<file path="src/rtl/alu_issue_arbiter.sv">
// Round-robin issue of two lanes onto one shared ALU.
// OP register drives the ALU; RES register hands off with valid/ready.
module alu_issue_arbiter #(
  parameter int DWIDTH    = 32,
  parameter int PC_WIDTH  = 32,
  parameter int IMM_WIDTH = 16,
  parameter int TAG_WIDTH = 4
) (
  input  logic                 clk,
  input  logic                 rst_n,
  input  logic                 flush,
  input  logic                 r0_valid,
  output logic                 r0_ready,
  input  logic [4:0]           r0_funct,
  input  logic                 r0_alu_src,
  input  logic [DWIDTH-1:0]    r0_rs,
  input  logic [DWIDTH-1:0]    r0_rt,
  input  logic [IMM_WIDTH-1:0] r0_imm,
  input  logic [PC_WIDTH-1:0]  r0_pc,
  input  logic [TAG_WIDTH-1:0] r0_tag,
  input  logic                 r1_valid,
  output logic                 r1_ready,
  input  logic [4:0]           r1_funct,
  input  logic                 r1_alu_src,
  input  logic [DWIDTH-1:0]    r1_rs,
  input  logic [DWIDTH-1:0]    r1_rt,
  input  logic [IMM_WIDTH-1:0] r1_imm,
  input  logic [PC_WIDTH-1:0]  r1_pc,
  input  logic [TAG_WIDTH-1:0] r1_tag,
  output logic [4:0]           x_funct,
  output logic                 x_alu_src,
  output logic [DWIDTH-1:0]    x_rs,
  output logic [DWIDTH-1:0]    x_rt,
  output logic [IMM_WIDTH-1:0] x_imm,
  output logic [PC_WIDTH-1:0]  x_pc,
  input  logic [DWIDTH-1:0]    x_value,
  input  logic [PC_WIDTH-1:0]  x_pc_out,
  input  logic                 x_change_pc,
  output logic                 res_valid,
  input  logic                 res_ready,
  output logic [DWIDTH-1:0]    res_value,
  output logic [PC_WIDTH-1:0]  res_pc,
  output logic                 res_change_pc,
  output logic [TAG_WIDTH-1:0] res_tag,
  output logic                 res_lane
);

  typedef struct packed {
    logic [4:0]           funct;
    logic                 alu_src;
    logic [DWIDTH-1:0]    rs;
    logic [DWIDTH-1:0]    rt;
    logic [IMM_WIDTH-1:0] imm;
    logic [PC_WIDTH-1:0]  pc;
    logic [TAG_WIDTH-1:0] tag;
    logic                 lane;
  } op_t;

  op_t  req0, req1, req_sel, op_q;
  logic op_valid;
  logic last_grant;
  logic grant;
  logic any_req;
  logic res_advance;
  logic op_advance;
  logic accept_en;
  logic take;

  always_comb begin
    req0 = '{funct: r0_funct, alu_src: r0_alu_src,
             rs: r0_rs, rt: r0_rt, imm: r0_imm,
             pc: r0_pc, tag: r0_tag, lane: 1'b0};
    req1 = '{funct: r1_funct, alu_src: r1_alu_src,
             rs: r1_rs, rt: r1_rt, imm: r1_imm,
             pc: r1_pc, tag: r1_tag, lane: 1'b1};
  end

  always_comb begin
    grant   = 1'b0;
    any_req = 1'b0;
    unique case (1'b1)
      r0_valid & r1_valid: begin
        any_req = 1'b1;
        grant   = ~last_grant;
      end
      r0_valid & ~r1_valid: begin
        any_req = 1'b1;
        grant   = 1'b0;
      end
      ~r0_valid & r1_valid: begin
        any_req = 1'b1;
        grant   = 1'b1;
      end
      default: ;
    endcase
  end

  assign res_advance = ~res_valid | res_ready;
  assign op_advance  = op_valid & res_advance;
  // rst_n gates acceptance so no handshake is seen while held in reset
  assign accept_en   = rst_n & ~flush & (~op_valid | op_advance);
  assign take        = accept_en & any_req;
  assign r0_ready    = take & ~grant;
  assign r1_ready    = take & grant;
  assign req_sel     = grant ? req1 : req0;

  always_ff @(posedge clk or negedge rst_n) begin
    if (!rst_n) begin
      op_q       <= '0;
      op_valid   <= 1'b0;
      last_grant <= 1'b1;
    end else if (flush) begin
      op_valid <= 1'b0;
    end else if (take) begin
      op_q       <= req_sel;
      op_valid   <= 1'b1;
      last_grant <= grant;
    end else if (op_advance) begin
      op_valid <= 1'b0;
    end
  end

  assign x_funct   = op_q.funct;
  assign x_alu_src = op_q.alu_src;
  assign x_rs      = op_q.rs;
  assign x_rt      = op_q.rt;
  assign x_imm     = op_q.imm;
  assign x_pc      = op_q.pc;

  always_ff @(posedge clk or negedge rst_n) begin
    if (!rst_n) begin
      res_valid     <= 1'b0;
      res_value     <= '0;
      res_pc        <= '0;
      res_change_pc <= 1'b0;
      res_tag       <= '0;
      res_lane      <= 1'b0;
    end else if (flush) begin
      res_valid <= 1'b0;
    end else if (op_advance) begin
      res_valid     <= 1'b1;
      res_value     <= x_value;
      res_pc        <= x_pc_out;
      res_change_pc <= x_change_pc;
      res_tag       <= op_q.tag;
      res_lane      <= op_q.lane;
    end else if (res_ready) begin
      res_valid <= 1'b0;
    end
  end

endmodule

</file>
<file path="config.mk">
export PLATFORM = sky130hd
export DESIGN_NAME = alu_issue_arbiter
export DESIGN_NICKNAME = d
export VERILOG_FILES = /design/src/rtl/alu_issue_arbiter.sv
export SDC_FILE = /design/constraint.sdc
export NUM_CORES = 1
export LEC_CHECK = 0
export CAP_MARGIN = 20
export CORE_AREA = 4 4 196 198
export CTS_BUF_LIST = sky130_fd_sc_hd__clkbuf_8
export DETAILED_ROUTE_END_ITERATION = 7
export DIE_AREA = 0 0 200 202
export PLACE_DENSITY = 0.58
export SYNTH_ARGS = -nofsm -noshare
export SYNTH_HDL_FRONTEND = slang
export SYNTH_SLANG_ARGS = --single-unit
</file>
<file path="constraint.sdc">
create_clock -name clk -period 2.1 [get_ports clk]
set_clock_uncertainty 0.15 [all_clocks]
set_input_delay 0.21 -clock clk [delete_from_list [all_inputs] [get_ports clk]]
set_output_delay 0.21 -clock clk [all_outputs]
set_load 0.05 [all_outputs]
</file>
# Yosys cells after proc, flatten, opt, wreduce, memory -nomap -nowiden
# Index checks and enable logic that the tools add are counted.
[word_totals]
regBits = 196
input_bits = 315
out_inout_bits = 191
elab_cells = 48
[classes]
mux = 9
n_bitwise = 18
n_reduce_logical = 5
[ops]
columns = ["op", "n"]
rows = [
  ["123-bit 2-to-1 mux", 1],
  ["1-bit bitwise AND", 9],
  ["1-bit 2-to-1 mux", 7],
  ["1-bit inverter", 7],
  ["3-bit nonzero test", 2],
  ["2-bit AND reduction", 2],
  ["3-bit OR reduction", 1],
  ["1-bit OR", 2],
  ["1-bit one-hot mux with 2 select lines", 1],
]

# Longest topological paths before layout
# Gate-level depths: netlist (run 1).
[logic_depth]
ltp_word = 8
ltp_mapped = 6
ltp_nobuf = 3

# Worst setup path after synthesis (run 1)
# OpenSTA, ideal clock, no wires.
[synth_timing]
path_type = "register -> output"
start = "reg res_valid"
end = "out r0_ready"
arrival_time_ps = 2250
required_time_ps = 1740
setup_slack_ps = -510
stages_incl_launch_ff = 6
n_path_buf = 2
cell_sequence = "dfrtp_1 -> nor2b_2 -> a211oi_4 -> buf_4 -> buf_4 -> nor2b_1"
[synth_via]
elab_chain_cells = 7
[synth_lines]
columns = ["element", "line", "source"]
rows = [
  ["from (decl)", "39", "output logic res_valid,"],
  ["from (signal assigned)", "132", "res_valid <= 1'b0;"],
  ["from (signal assigned)", "139", "res_valid <= 1'b0;"],
  ["from (signal assigned)", "141", "res_valid <= 1'b1;"],
  ["1-bit inverter", "98", "assign res_advance = ~res_valid | res_ready;"],
  ["1-bit OR", "98", ""],
  ["1-bit bitwise AND", "99", "assign op_advance = op_valid & res_advance;"],
  ["1-bit OR", "101", "assign accept_en = rst_n & ~flush & (~op_valid | op_advance);"],
  ["1-bit bitwise AND", "101", ""],
  ["1-bit bitwise AND", "102", "assign take = accept_en & any_req;"],
  ["1-bit bitwise AND", "103", "assign r0_ready = take & ~grant;"],
  ["to (decl)", "13", "output logic r0_ready,"],
]
# No other way between the ends.

# Worst setup path after layout (run 1)
# Same ends and word-level chain as after synthesis.

==> results of run 1 <==
==> per-stage QoR <==
step,instances,setup WS [ns],hold WS (ns),TNS (ns)
2_1_floorplan,676,0.0111,-0.236,0
3_3_place_gp,1537,-0.130,0.184,-12.39
3_5_place_dp,1537,-0.158,0.182,-15.33
4_1_cts,1579,-0.120,0.108,-0.234
5_1_grt,1582,-0.171,0.122,-0.355
6_report,1582,-0.0510,0.177,-0.0989
==> flip-flops by register name (all words and copies together), names as in the netlist, 4 cells and up <==
signal / cells
op_q: 5
res_pc: 32
res_tag: 4
res_value: 32
x_funct: 5
x_imm: 16
x_pc: 32
x_rs: 32
x_rt: 32
==> kinds of logic (layout without fill, tap and decap cells) <==
logic type             after synthesis  in the layout
AO/OA/AOI/OAI                        3              3
buffers and inverters              152            589
flip-flops                         196            196
multiplexers                       316            316
other                                0              1
AND/OR/NAND/NOR                      9              9
==> cell usage after synthesis <==
| cell type | n | area (sq um) |
|---|---|---|
| buf_2 | 28 | 140 |
| dfstp_2 | 1 | 26.3 |
| nor2b_2 | 1 | 8.76 |
| dfrtp_1 | 195 | 4880 |
| nor2_1 | 4 | 15.0 |
| and2_1 | 1 | 6.26 |
| a21boi_0 | 1 | 7.51 |
| nand2b_1 | 2 | 12.5 |
| a211oi_4 | 1 | 20.0 |
| buf_4 | 121 | 908 |
| mux2_2 | 316 | 3560 |
| nor2b_1 | 1 | 6.26 |
| inv_1 | 1 | 3.75 |
| buf_6 | 2 | 22.5 |
| o22ai_1 | 1 | 6.26 |
==> final cells by class <==
cell class                 instances  area share
timing repair buffer             556       0.374
clock inverter                    15      0.0133
tap                              468      0.0381
inverter                           1    0.000244
clock buffer                      17      0.0152
sequential                       196       0.319
antenna                            1    0.000163
multi-input combinational        328       0.239
==> power groups by stage <==
stage                     Combinational, uW  Sequential (uW)  Clock (uW)
after floorplan                        3950             6290           0
after global placement                 7250             5150           0
after detailed placement               7250             5180           0
after CTS                              7110             5110        2880
after global routing                   7300             5210        3040
final                                  7000             5070        2750
==> routing by layer <==
metal | track usage | wire length (um) | vias up
met5 | 0 | 0 | -
met4 | 0.0505 | 677 | 0
met3 | 0.0527 | 2640 | 30
met2 | 0.263 | 16000 | 274
met1 | 0.153 | 11100 | 3225
li1 | - | - | 3096
==> cells in the final DEF, fill, tap and decap left out, types with 3 or more instances in the layout <==
cell type,n
buf_12,10
buf_4,36
inv_6,3
clkdlybuf4s50_1,353
nor2_1,3
dlygate4sd2_1,74
dfrtp_1,194
bufinv_16,4
clkbuf_8,18
mux2_2,316
dlymetal6s2s_1,73
==> timing repair <==
action,CTS,global route
resized for setup,81,75
endpoints found under the hold margin,35,0
pin swaps,3,1
hold buffers,1,0
cloned,2,2
setup endpoints to repair,76,103
setup buffers,7,0
==> worst min path at each step <==
stage                            start         end  slack (ns)
final                     x_pc_out[26]  res_pc[26]        0.18
after global routing      x_pc_out[26]  res_pc[26]        0.12
after CTS                 x_pc_out[26]  res_pc[26]        0.11
after detailed placement         rst_n    op_valid        0.18
after global placement           rst_n    op_valid        0.18
after floorplan                  rst_n     op_q[0]       -0.24
==> worst max-delay path: cells and delay by family (launching register included) <==
kind / cells / cell delay, ns
buffers and inverters: 3 / 0.38
AOI/OAI and AO/OA: 1 / 0.24
and+or+nand+nor: 2 / 0.28
DFF: 1 / 0.41
==> results.md, run 1 <==
- CP required: about 1.7 ns
- Final #Nets: 1415
- Synth Net Count: 991
- Hold path cells: 2
- Crit Path Class: flip-flop to primary output
- Post-DRT Antenna Nets: 0
- Yosys reg bits: 196
- Core Rows: 70
- 1st-pass router iterations: 4
- Post-layout util: 0.421
- Critical Path End: r0_ready
- TritonCTS buffer count: 17
- Worst vdd rail ir drop: 0.516 mV
- Post-DP HPWL: 23.1 mm
- Die height: 202 um
- First-pass GRT wire length: between 40 and 50 mm
- Sequential share of power: 0.342
- Post-synthesis adder-cell area fraction: 0
- Total track usage: 0.145
- Core footprint: between 0.03 and 0.04 sq mm
- Port bufs: 505
- Sink Count: 196
- R2R Path End: x_pc[2]
- Lkg Pwr: 0.00691 uW
- Post-synthesis mux area share: 0.370
- Finish-stage setup viols: 2
- Hold crit path type: input port to flip-flop
- Post-DP Area: 0.0146 sq mm
- Slew headroom: 0.527
- Max Clock Freq: 465 MHz
- Synth Area in Compound Gates: 0.00351
- Pin count of the biggest net entering global routing: 109
- Root Buffer: clkbuf_8
- Register area: ~0.005 sq mm
- Multi-input gate area: approximately 0.0037 sq mm
- Die area: roughly 0.04 sq mm
- Critical Path AT: 1.79 ns
- Slowest CP cell: dfrtp_2
- GR Overflow Total: 0
- Vias in the first global route: 7500
- Least-Margin Pin Slew: roughly 0.7 ns
- RR Startpoint: last_grant
- Final hold violations: 0
- DR WL/cell: 19.2 um
- # fillers: 3501
- H-tree Lvls: 4
- Via count: 6625
- DRC viols: 0
- CP startpoint kind: flip-flop
- Final Power: 14800 uW
- Clock tree from TritonCTS: done
- Share of layout cells above drive strength 1: 0.368
- Max Cap Viol: 0
- Simple logic cell fraction of the synthesized area: 0.00507
- Combinational Power Share: 0.472
- Crit Path Max Fanout: 3
- Initial DRC Count: 123
- Worst Setup SP: res_valid
- Clk slew on worst S/H paths: approximately 0.11 ns
- Mapped Area: 0.00962 sq mm
- Avg Inst Size Synth: about 14 sq um
- Cell Int Power: 8680 uW
- Crit-path cells: nor2b_4, a211oi_4, buf_12, buf_6, nor2b_4, buf_12
- Worst Slack Setup Final: -0.0510 ns
- Yosys warnings: 0
- Pins Over Slew Limit: 0
- Critical Path End Type: primary output
- Via density: 4.19
- Tmin final: 2.15 ns
- Post-synthesis sequential area ratio: 0.510
- FF-to-FF setup slack: ~0.07 ns
- Status: finished with violations
- Buffers from clock root to sink, at most: 2
- Antenna violations before repair: 1
- Area Growth Syn to Fin: 59.7%
- Combinational family with the most area after synthesis: multiplexers
- Gate Count Post-Synth: slightly below 700
- Synth Area in XOR/XNOR: 0
- Die X: 200 um
- Biggest cell delay along the critical path: 0.41 ns
- Failing checks: negative setup slack
- Power Density: 965 mW/mm^2
- Clock latency at the later pin of the worst-skew pair: 0.48 ns
- Initial Utilization: 0.263
- Clk pwr share: 0.186
- Worst r2r path cells: 6
- Switching part of the total: 0.414
- Routed WL: 30.3 mm
- GPL Wtd Cong: slightly below 0.8
- Distinct cells, synth: 15
- Final instance area: 0.0154 sq mm
- Fin crit share: 1.02
- I/O pin count: 506
- Switch Pwr: 6150 uW
- RSZ-0062 raised after global routing: true
Note: power is estimated with default switching activity, not from simulation.
==> run 2, diff against run 1 <==
Clock period 2.1 ns to 2.43 ns, I/O delays scaled along.
==> run 2 against run 1 <==
The run now ends clean. Via count shrank 0.26%. Worst hold slack is essentially flat. Non-clock buffer count shrank 11. Power shrank 14%. Die area is the same. Combinational power shrank 11%. Sequential share of layout area grew 0.57 points. First-iteration DRC count grew 30%. Routed wire length shrank 2.6%. Largest power group unchanged.
==> results.md, run 2 (same netlist as run 1, synthesis figures left out) <==
- Post-DRT Antenna Nets: 0
- Die X: 200 um
- Crit-path cells: nor2b_2, a211oi_4, buf_12, nor2b_2, buf_12
- Port bufs: 505
- Clk slew on worst S/H paths: 0.11 ns
- I/O pin count: 506
- Fin Setup TNS: 0 ns
- Root Buffer: clkbuf_8
- Least-Margin Pin Slew: about 0.67 ns
- Die area: 0.0404 sq mm
- Initial DRC Count: 160
- Crit Path Max Fanout: 14
- Status: finished, final reports clean
- Tmin final: 2.29 ns
- Placed Instances: 1535
- GR Overflow Total: 0
- Pins Over Slew Limit: 0
- GPL Wtd Cong: slightly below 0.8
- Register area: between 0.004 and 0.005 sq mm
- Hold crit path type: input port to flip-flop
- Share of layout cells above drive strength 1: 0.358
- DRC viols: 0
- Layout Cells excl Fill: 1570
- Crit Path Class: flip-flop to primary output
- 1st-pass router iterations: 4
- H-tree Lvls: 4
- Vias in the first global route: 7329
- Total track usage: 0.141
- Lkg Pwr: between 0.005 and 0.006 uW
- Antenna violations before repair: 0
- Pin count of the biggest net entering global routing: 107
- Core Rows: 70
- Multi-input gate area: approximately 0.0037 sq mm
- Clock tree from TritonCTS: done
- Via density: 4.21
- Finish-stage setup viols: 0
- Worst vdd rail ir drop: 0.524 mV
- Final #Nets: 1404
- RSZ-0062 raised after global routing: false
- Slowest CP cell: dfrtp_1
- # fillers: 3432
- Post-DP HPWL: roughly 23 mm
- Buffers from clock root to sink, at most: 2
- Area Growth Syn to Fin: 56.8%
- Clock latency at the later pin of the worst-skew pair: 0.48 ns
- Critical Path End Type: primary output
- Resize count post-CTS: 0
- CP required: 2.04 ns
- Biggest cell delay along the critical path: approximately 0.40 ns
- Die height: 202 um
- TritonCTS buffer count: 17
- Delay-heaviest family, CP: flip-flops
- Power Density: ~850 mW/mm^2
- Most frequent cells in the layout: clkdlybuf4s50_1, mux2_2, dfrtp_1, buf_4, clkbuf_8
- Max Cap Viol: 0
- Fin crit share: 0.944
- Initial Utilization: 0.263
- DR WL/cell: 18.8 um
- ANT cells: 0
- CP bufs+invs: 2
- First-pass GRT wire length: between 40 and 50 mm
- Via count: 6608
- Sink Count: 196
- Slew headroom: 0.555
- Critical Path AT: approximately 1.9 ns
- Most common cell after layout, fill and taps aside: clkdlybuf4s50_1
- Final hold violations: 0
- Max Clock Freq: 436 MHz
- Routed WL: 29.6 mm
- CP startpoint kind: flip-flop
- Core footprint: between 0.03 and 0.04 sq mm
## run 2: cell types whose count changed in the layout (fill, tap and decap cells not counted), sizes merged, moves of 4 or more
cell           change
buf               -11
inv                +4
dlygate4sd2       -74
clkinv             -4
dlymetal6s2s      -73
clkdlybuf4s50    +149
## run 2: final timing paths
kind	slack (ns)	to	from	cells past startpoint
worst max-delay path	0.14	r0_ready	res_valid	5
worst min-delay path	0.18	res_valid	flush	2
worst max register to register	0.38	x_imm[6]	res_valid	6
worst min register to register	0.36	res_lane	op_q[0]	1
max in group asynchronous	0.75	x_rs[7]	rst_n	4
min in group asynchronous	0.30	res_value[11]	rst_n	3
## run 2: cell type report
type | instances | area share
tap | 468 | 0.0388
clock buffer | 18 | 0.0164
sequential | 196 | 0.325
inverter | 1 | 0.000249
timing repair buffer | 545 | 0.367
clock inverter | 14 | 0.00920
multi-input combinational | 328 | 0.243
## run 2: power by group
group          internal (uW)  leakage [uW]  switching, uW
combinational           2550       0.00347           3700
clock                    868      0.000189           1270
sequential              4020       0.00232            390
## run 2: repair_timing
item | CTS | global route
hold buffers | 1 | 0
endpoints found under the hold margin | 40 | 0
setup endpoints to repair | 2 | 0
buffers inserted | 1 | 0
## run 2: worst reg2reg max path, delay by kind of cell, from the launching register on
| family | cells | cell delay (ns) |
|---|---|---|
| AOI/OAI and AO/OA | 1 | 0.26 |
| buffers and inverters | 3 | 0.57 |
| DFF | 1 | 0.40 |
| muxes | 1 | 0.35 |
| and+or+nand+nor | 1 | 0.20 |
## run 2: stage by stage
| stage | instance area (sq um) | worst slack [ns] | total power (uW) | hold WS, ns | utilization |
|---|---|---|---|---|---|
| 6_report | 15100 | 0.136 | 12800 | 0.177 | 0.413 |
| 3_5_place_dp | 14700 | 0.0175 | 10800 | 0.248 | 0.401 |
| 5_1_grt | 15100 | 0.00825 | 13400 | 0.127 | 0.413 |
| 4_1_cts | 15100 | 0.0496 | 13000 | 0.110 | 0.413 |
| 2_1_floorplan | 9620 | 0.0373 | 8850 | -0.203 | - |
| 3_3_place_gp | 14700 | 0.0256 | 10700 | 0.254 | 0.401 |
## run 2: metal layers
metal / wire length (um) / global-route usage / vias to the layer above
met4: 369 / 0.0315 / 0
met5: 0 / 0 / -
met3: 2360 / 0.0525 / 19
met1: 11400 / 0.157 / 3259
met2: 15500 / 0.256 / 251
li1: - / - / 3079
==> patch 1, RTL diff (flow settings as in run 2) <==
Make the reset (`rst_n`) synchronous in 2 clocked blocks.
--- a/src/rtl/alu_issue_arbiter.sv
+++ b/src/rtl/alu_issue_arbiter.sv
@@ -105,5 +105,5 @@
   assign req_sel     = grant ? req1 : req0;
 
-  always_ff @(posedge clk or negedge rst_n) begin
+  always_ff @(posedge clk) begin
     if (!rst_n) begin
       op_q       <= '0;
@@ -128,5 +128,5 @@
   assign x_pc      = op_q.pc;
 
-  always_ff @(posedge clk or negedge rst_n) begin
+  always_ff @(posedge clk) begin
     if (!rst_n) begin
       res_valid     <= 1'b0;
Check against the original RTL: differs if rst_n is asserted again (counterexample within 4 cycles, from zero or initial values and one cycle with rst_n low); with rst_n held inactive, the same outputs for 4 cycles.
==> patch 1 against run 2 <==
Utilization down 0.32 points. Wire length up 36%. Final cell count up 25%. Design area down 0.76%. Area after synthesis up 1.7%. Synthesized cell count up 73%. Sequential cell count unchanged. Worst setup slack better by 110 ps. Highest routed layer unchanged.
Power is not compared: it rests on default switching activity, and its combinational part moved more than twofold at a synthesized area within 25%.
==> patch 1: results (changes against run 2) <==
* Result of the run: finished, final reports clean
* Largest net degree at the start of global routing at 79 (-26%)
* Slack of the worst reg-to-reg path at 600 ps (+220 ps)
* Iteration-0 DRC Markers at 583 (+260%)
* H-tree level count at 4 (unchanged)
* Unique cell type count in the Yosys netlist at 25 (+10)
* Clock Root Buffer: clkbuf_8
* Mapped Nets at 1486 (+50%)
* Global-route wire length before repair at 59300 um (+37%)
* Post-CTS resize count at 0 (unchanged)
* Deepest clock path buffer count at 2 (unchanged)
* Number of stages on the worst hold path at 3 (+1)
* Async SR Flop Fraction at 0% (-100 points)
* Number of slew-limit violations in the final report at 0 (unchanged)
* Xor and xnor area share after synthesis at 0% (unchanged)
* Mux contribution to synthesized area at 0% (-37 points)
* Fraction of layout cells with a size suffix above 1 at 10.4% (-25 points)
* Adder and majority gate portion of the synthesized area at 0% (unchanged)
* Instance count after placement with tap cells included at 1935 (+26%)
* Total global-route track usage at 18.6% (+4.4 points)
* Compound-gate portion of the synthesized area at 30.8% (+30 points)
* Post-placement setup slack at 153 ps (+135 ps)
* Total clock buffers created by CTS at 17 (unchanged)
* Worst max-slew margin expressed relative to the limit at 59.3% (+3.9 points)
* Type of the most critical hold path: input pin to flop
* Vias in the first global route at 9936 (+36%)
* Worst Hold Slack at 144 ps (-32.3 ps)
* Sequential share of the synthesized area at 40.1% (-11 points)
* Synth-to-layout area growth at 53.0%
* Start point of the worst hold path: x_pc_out[16]
* DRT Wirelength at 40200 um (+36%)
* Most used standard cells in the synthesized netlist: nand2_1, dfxtp_1, buf_4
* Number of buffer cells added on primary ports at 505 (unchanged)
* Dpl hpwl at 28400 um (+23%)
* Capture point of the worst reg-to-reg path: x_funct[0]$_SDFFE_PN0P_
* Synthesized area per cell at 8.36 sq um (-41%)
* Most area-consuming cells after synthesis: dfxtp_1, a311oi_2, buf_4
* Gpl congestion at 0.840 (+6.0%)
* Filler cell count at 3664 (+6.8%)
* Maximum resistive drop on vdd at 0.310 mV
* Net count, final at 1801 (+28%)
* Lkg Pwr at 5.06 nW
* Highest fanout seen on the critical path at 5 (-9)
* Clock-pin slew on the worst setup and hold paths at 110 ps (about the same)
* Cell count of the worst reg-to-reg path at 5 (-1)
* Worst Hold Endpoint: res_pc[16]$_SDFFE_PN0P_
* Skew-Pair Late Insertion Delay at 490 ps
* Number of antenna violations at the first check in global routing at 3 (+3)
* Setup bufs post-CTS at 0 (-1)
* Slowest stage delay, CP at 550 ps (+150 ps)
* Net load switching power at 2.70 mW
* Non-filler instance count after layout at 1970 (+25%)
* Routed vias at 10100 (+54%)
* Launch point of the worst reg-to-reg path: res_valid$_SDFFE_PP0P_
* Number of optimization iterations in the first detailed-route pass at 5 (+1)
* Ys Warns at 0 (unchanged)
* Slowest cell on crit path: clkdlybuf4s50_1
patch 1: kinds of logic after synthesis:
logic type             Yosys count
flip-flops                     196
AO/OA/AOI/OAI                  390
AND/OR/NAND/NOR                329
buffers and inverters          256
patch 1: per-layer routing:
| metal | GRT usage [%] | wire length (um) |
|---|---|---|
| met5 | 0 | 0 |
| met4 | 7.38 | 1340 |
| met3 | 5.37 | 3360 |
| met2 | 30.9 | 19600 |
| met1 | 22.4 | 15900 |
patch 1: final cells by class:
type / instances / area share (%)
timing repair buffer: 548 / 37.8
multi-input combinational: 719 / 29.5
sequential: 196 / 26.2
tap: 468 / 3.91
clock buffer: 17 / 1.56
clock inverter: 15 / 0.877
inverter: 4 / 0.134
antenna: 3 / 0.0501
patch 1: power groups by stage:
stage | Clock, mW | Sequential, mW | Combinational (mW)
2_1_floorplan | 0 | 3.63 | 1.30
4_1_cts | 2.23 | 3.47 | 2.35
3_3_place_gp | 0 | 3.54 | 2.33
6_report | 2.14 | 3.47 | 2.33
3_5_place_dp | 0 | 3.54 | 2.34
5_1_grt | 2.32 | 3.49 | 2.46
patch 1: worst max path at each step:
stage,start,to,slack (ps),depth (start not counted)
6_report,flush,r0_ready,250,6
5_1_grt,last_grant$_SDFFE_PN1P_,r0_ready,110,4
4_1_cts,last_grant$_SDFFE_PN1P_,r0_ready,130,4
3_5_place_dp,res_ready,x_rs[17]$_SDFFE_PN0P_,150,6
3_3_place_gp,flush,r0_ready,170,6
2_1_floorplan,res_valid$_SDFFE_PP0P_,r0_ready,210,5
patch 1: worst max-delay path: cells and delay by family:
family | cells | cell delay (ps)
and+or+nand+nor | 3 | 610
buffers and inverters | 3 | 930
==> patch 2, RTL diff (settings of run 2) <==
Made on the original files. Set the parameter `PC_WIDTH` to 24 (it was 32).
--- a/src/rtl/alu_issue_arbiter.sv
+++ b/src/rtl/alu_issue_arbiter.sv
@@ -3,5 +3,5 @@
 module alu_issue_arbiter #(
   parameter int DWIDTH    = 32,
-  parameter int PC_WIDTH  = 32,
+  parameter int PC_WIDTH  = 24,
   parameter int IMM_WIDTH = 16,
   parameter int TAG_WIDTH = 4
Interface: changed (5 resized); port bits go from 506 to 466. No check against the original RTL was run, so the function may have changed too.
==> patch 2 against run 2 <==
Via count down 7.9%. Largest cell class unchanged. Worst setup slack better by 65 ps. Fmax up 2.9%. Synthesized cell count down 7.4%. Area after synthesis down 7.0%. Worst hold slack better by 28 ps. Wire length down 8.9%. Design area down 7.1%. Largest power group unchanged. Die area unchanged. Sequential cell count down 16. Total power down 8.1%. Combinational power down 8.3%.
==> patch 2: results (changes against run 2) <==
* Result of the run: finished, final reports clean
* Clock Root Buffer: clkbuf_8
* Launch point of the worst reg-to-reg path: res_valid$_DFFE_PN0P_
* Start point of the worst hold path: x_value[3]
* Async SR Flop Fraction at 100% (unchanged)
* Type of the most critical hold path: input pin to flop
* Arrival time reported for the critical path endpoint at 1840 ps (-60 ps)
* Clock-pin slew on the worst setup and hold paths at 100 ps
* Capture point of the worst reg-to-reg path: x_rt[27]$_DFFE_PN0P_
* Gpl congestion at 0.708 (-11%)
* Number of optimization iterations in the first detailed-route pass at 4 (unchanged)
* Post-CTS resize count at 0 (unchanged)
* Post-placement setup slack at 93.9 ps (+76.4 ps)
* Lkg Pwr at 5.58 nW (-6.5%)
* Skew-Pair Late Insertion Delay at 480 ps (about the same)
* Slowest stage delay, CP at 380 ps (-20 ps)
* H-tree level count at 4 (unchanged)
* Slack of the worst reg-to-reg path at 370 ps
* Ys Warns at 0 (unchanged)
* Crit path max-delay family: flip-flops
* Number of stages on the worst hold path at 2 (unchanged)
* Deepest clock path buffer count at 2 (unchanged)
* Measured slew at the worst slew-check pin at 676 ps (+7.91 ps)
* Global-route wire length before repair at 40100 um (-7.8%)
* Cell count of the worst reg-to-reg path at 6 (unchanged)
* # diodes at 0 (unchanged)
* Fraction of layout cells with a size suffix above 1 at 35.0% (-0.81 points)
* Post-detailed-route wirelength per cell at 18.1 um (-3.9%)
* Largest net degree at the start of global routing at 92 (-14%)
* Vias in the first global route at 6927 (-5.5%)
* Total clock buffers created by CTS at 17 (unchanged)
* Dpl hpwl at 20800 um (-10%)
* Sequential share of the synthesized area at 50.3% (-0.65 points)
* Mapped Nets at 917 (-7.5%)
* Number of antenna violations at the first check in global routing at 0 (unchanged)
* Worst Hold Endpoint: res_value[3]$_DFFE_PN0P_
* Most area-consuming cells after synthesis: dfrtp_1, mux2_2, buf_4
* Worst Hold Slack at 205 ps (+28.1 ps)
* Iteration-0 DRC Markers at 113 (-29%)
* Number of buffer cells added on primary ports at 465 (-7.9%)
* Net count, final at 1297 (-7.6%)
* Routed vias at 6089 (-7.9%)
* Highest fanout seen on the critical path at 8 (-6)
* Slowest cell on crit path: dfrtp_1
* Total global-route track usage at 13.0% (-1.1 points)
* Maximum resistive drop on vdd at 0.408 mV (-22%)
* Most used standard cells in the synthesized netlist: mux2_2, dfrtp_1, buf_4
* Filler cell count at 3576 (+4.2%)
* Unique cell type count in the Yosys netlist at 17 (+2)
==> patch 2: cell count changes after synthesis, sizes merged <==
cell and delta:
buf -10, mux2 -24, dfrtp -16
==> patch 2: final cells by class <==
cell class                 instances  share of cell area, %
inverter                           1                 0.0268
clock inverter                    11                  0.554
sequential                       180                   32.2
tap                              468                   4.18
timing repair buffer             502                   36.4
multi-input combinational        304                   24.6
clock buffer                      21                   2.06
==> patch 2: timing repair <==
item	4_1_cts	5_1_grt
pin swaps	1	0
hold endpoints to repair	39	0
hold buffers	1	0
setup buffers	1	3
gates cloned	1	0
setup endpoints to repair	2	1
==> patch 2: per-stage QoR <==
step	power, mW	instances	cell area, sq um
floorplan	8.16	626	8950
global placement	9.85	1449	13600
detailed placement	9.89	1449	13600
CTS	12.0	1484	14000
global route	12.3	1487	14000
finish	11.8	1487	14000
==> patch 2: worst max-delay path by stage <==
stage	end	slack, ps	from
detailed placement	x_rs[22]$_DFFE_PN0P_	90	r0_valid
finish	r0_ready	200	res_valid$_DFFE_PN0P_
CTS	r0_ready	30	res_valid$_DFFE_PN0P_
global route	r0_ready	60	res_valid$_DFFE_PN0P_
global placement	x_rs[21]$_DFFE_PN0P_	120	r0_valid
floorplan	r0_ready	90	res_valid$_DFFE_PN0P_
==> patch 2: kinds of logic after synthesis <==
group	after synthesis	synth area share, %
compound gates	3	0.238
simple gates	9	0.545
flops	180	50.3
mux	292	37.4
buf+inv	142	11.5
==> patch 2: metal layers <==
layer	up-vias	global-route usage, %	share of wire (%)
met1	2966	13.9	38
met4	0	4.15	1.5
met2	276	22.7	50
li1	2826	-	-
met5	-	0	0
met3	21	6.00	11
==> patch 2: report_power, final <==
part / switching, mW / internal, mW
sequential: 0.358 / 3.69
clock: 1.16 / 0.818
combinational: 3.37 / 2.36
total: 4.88 / 6.87
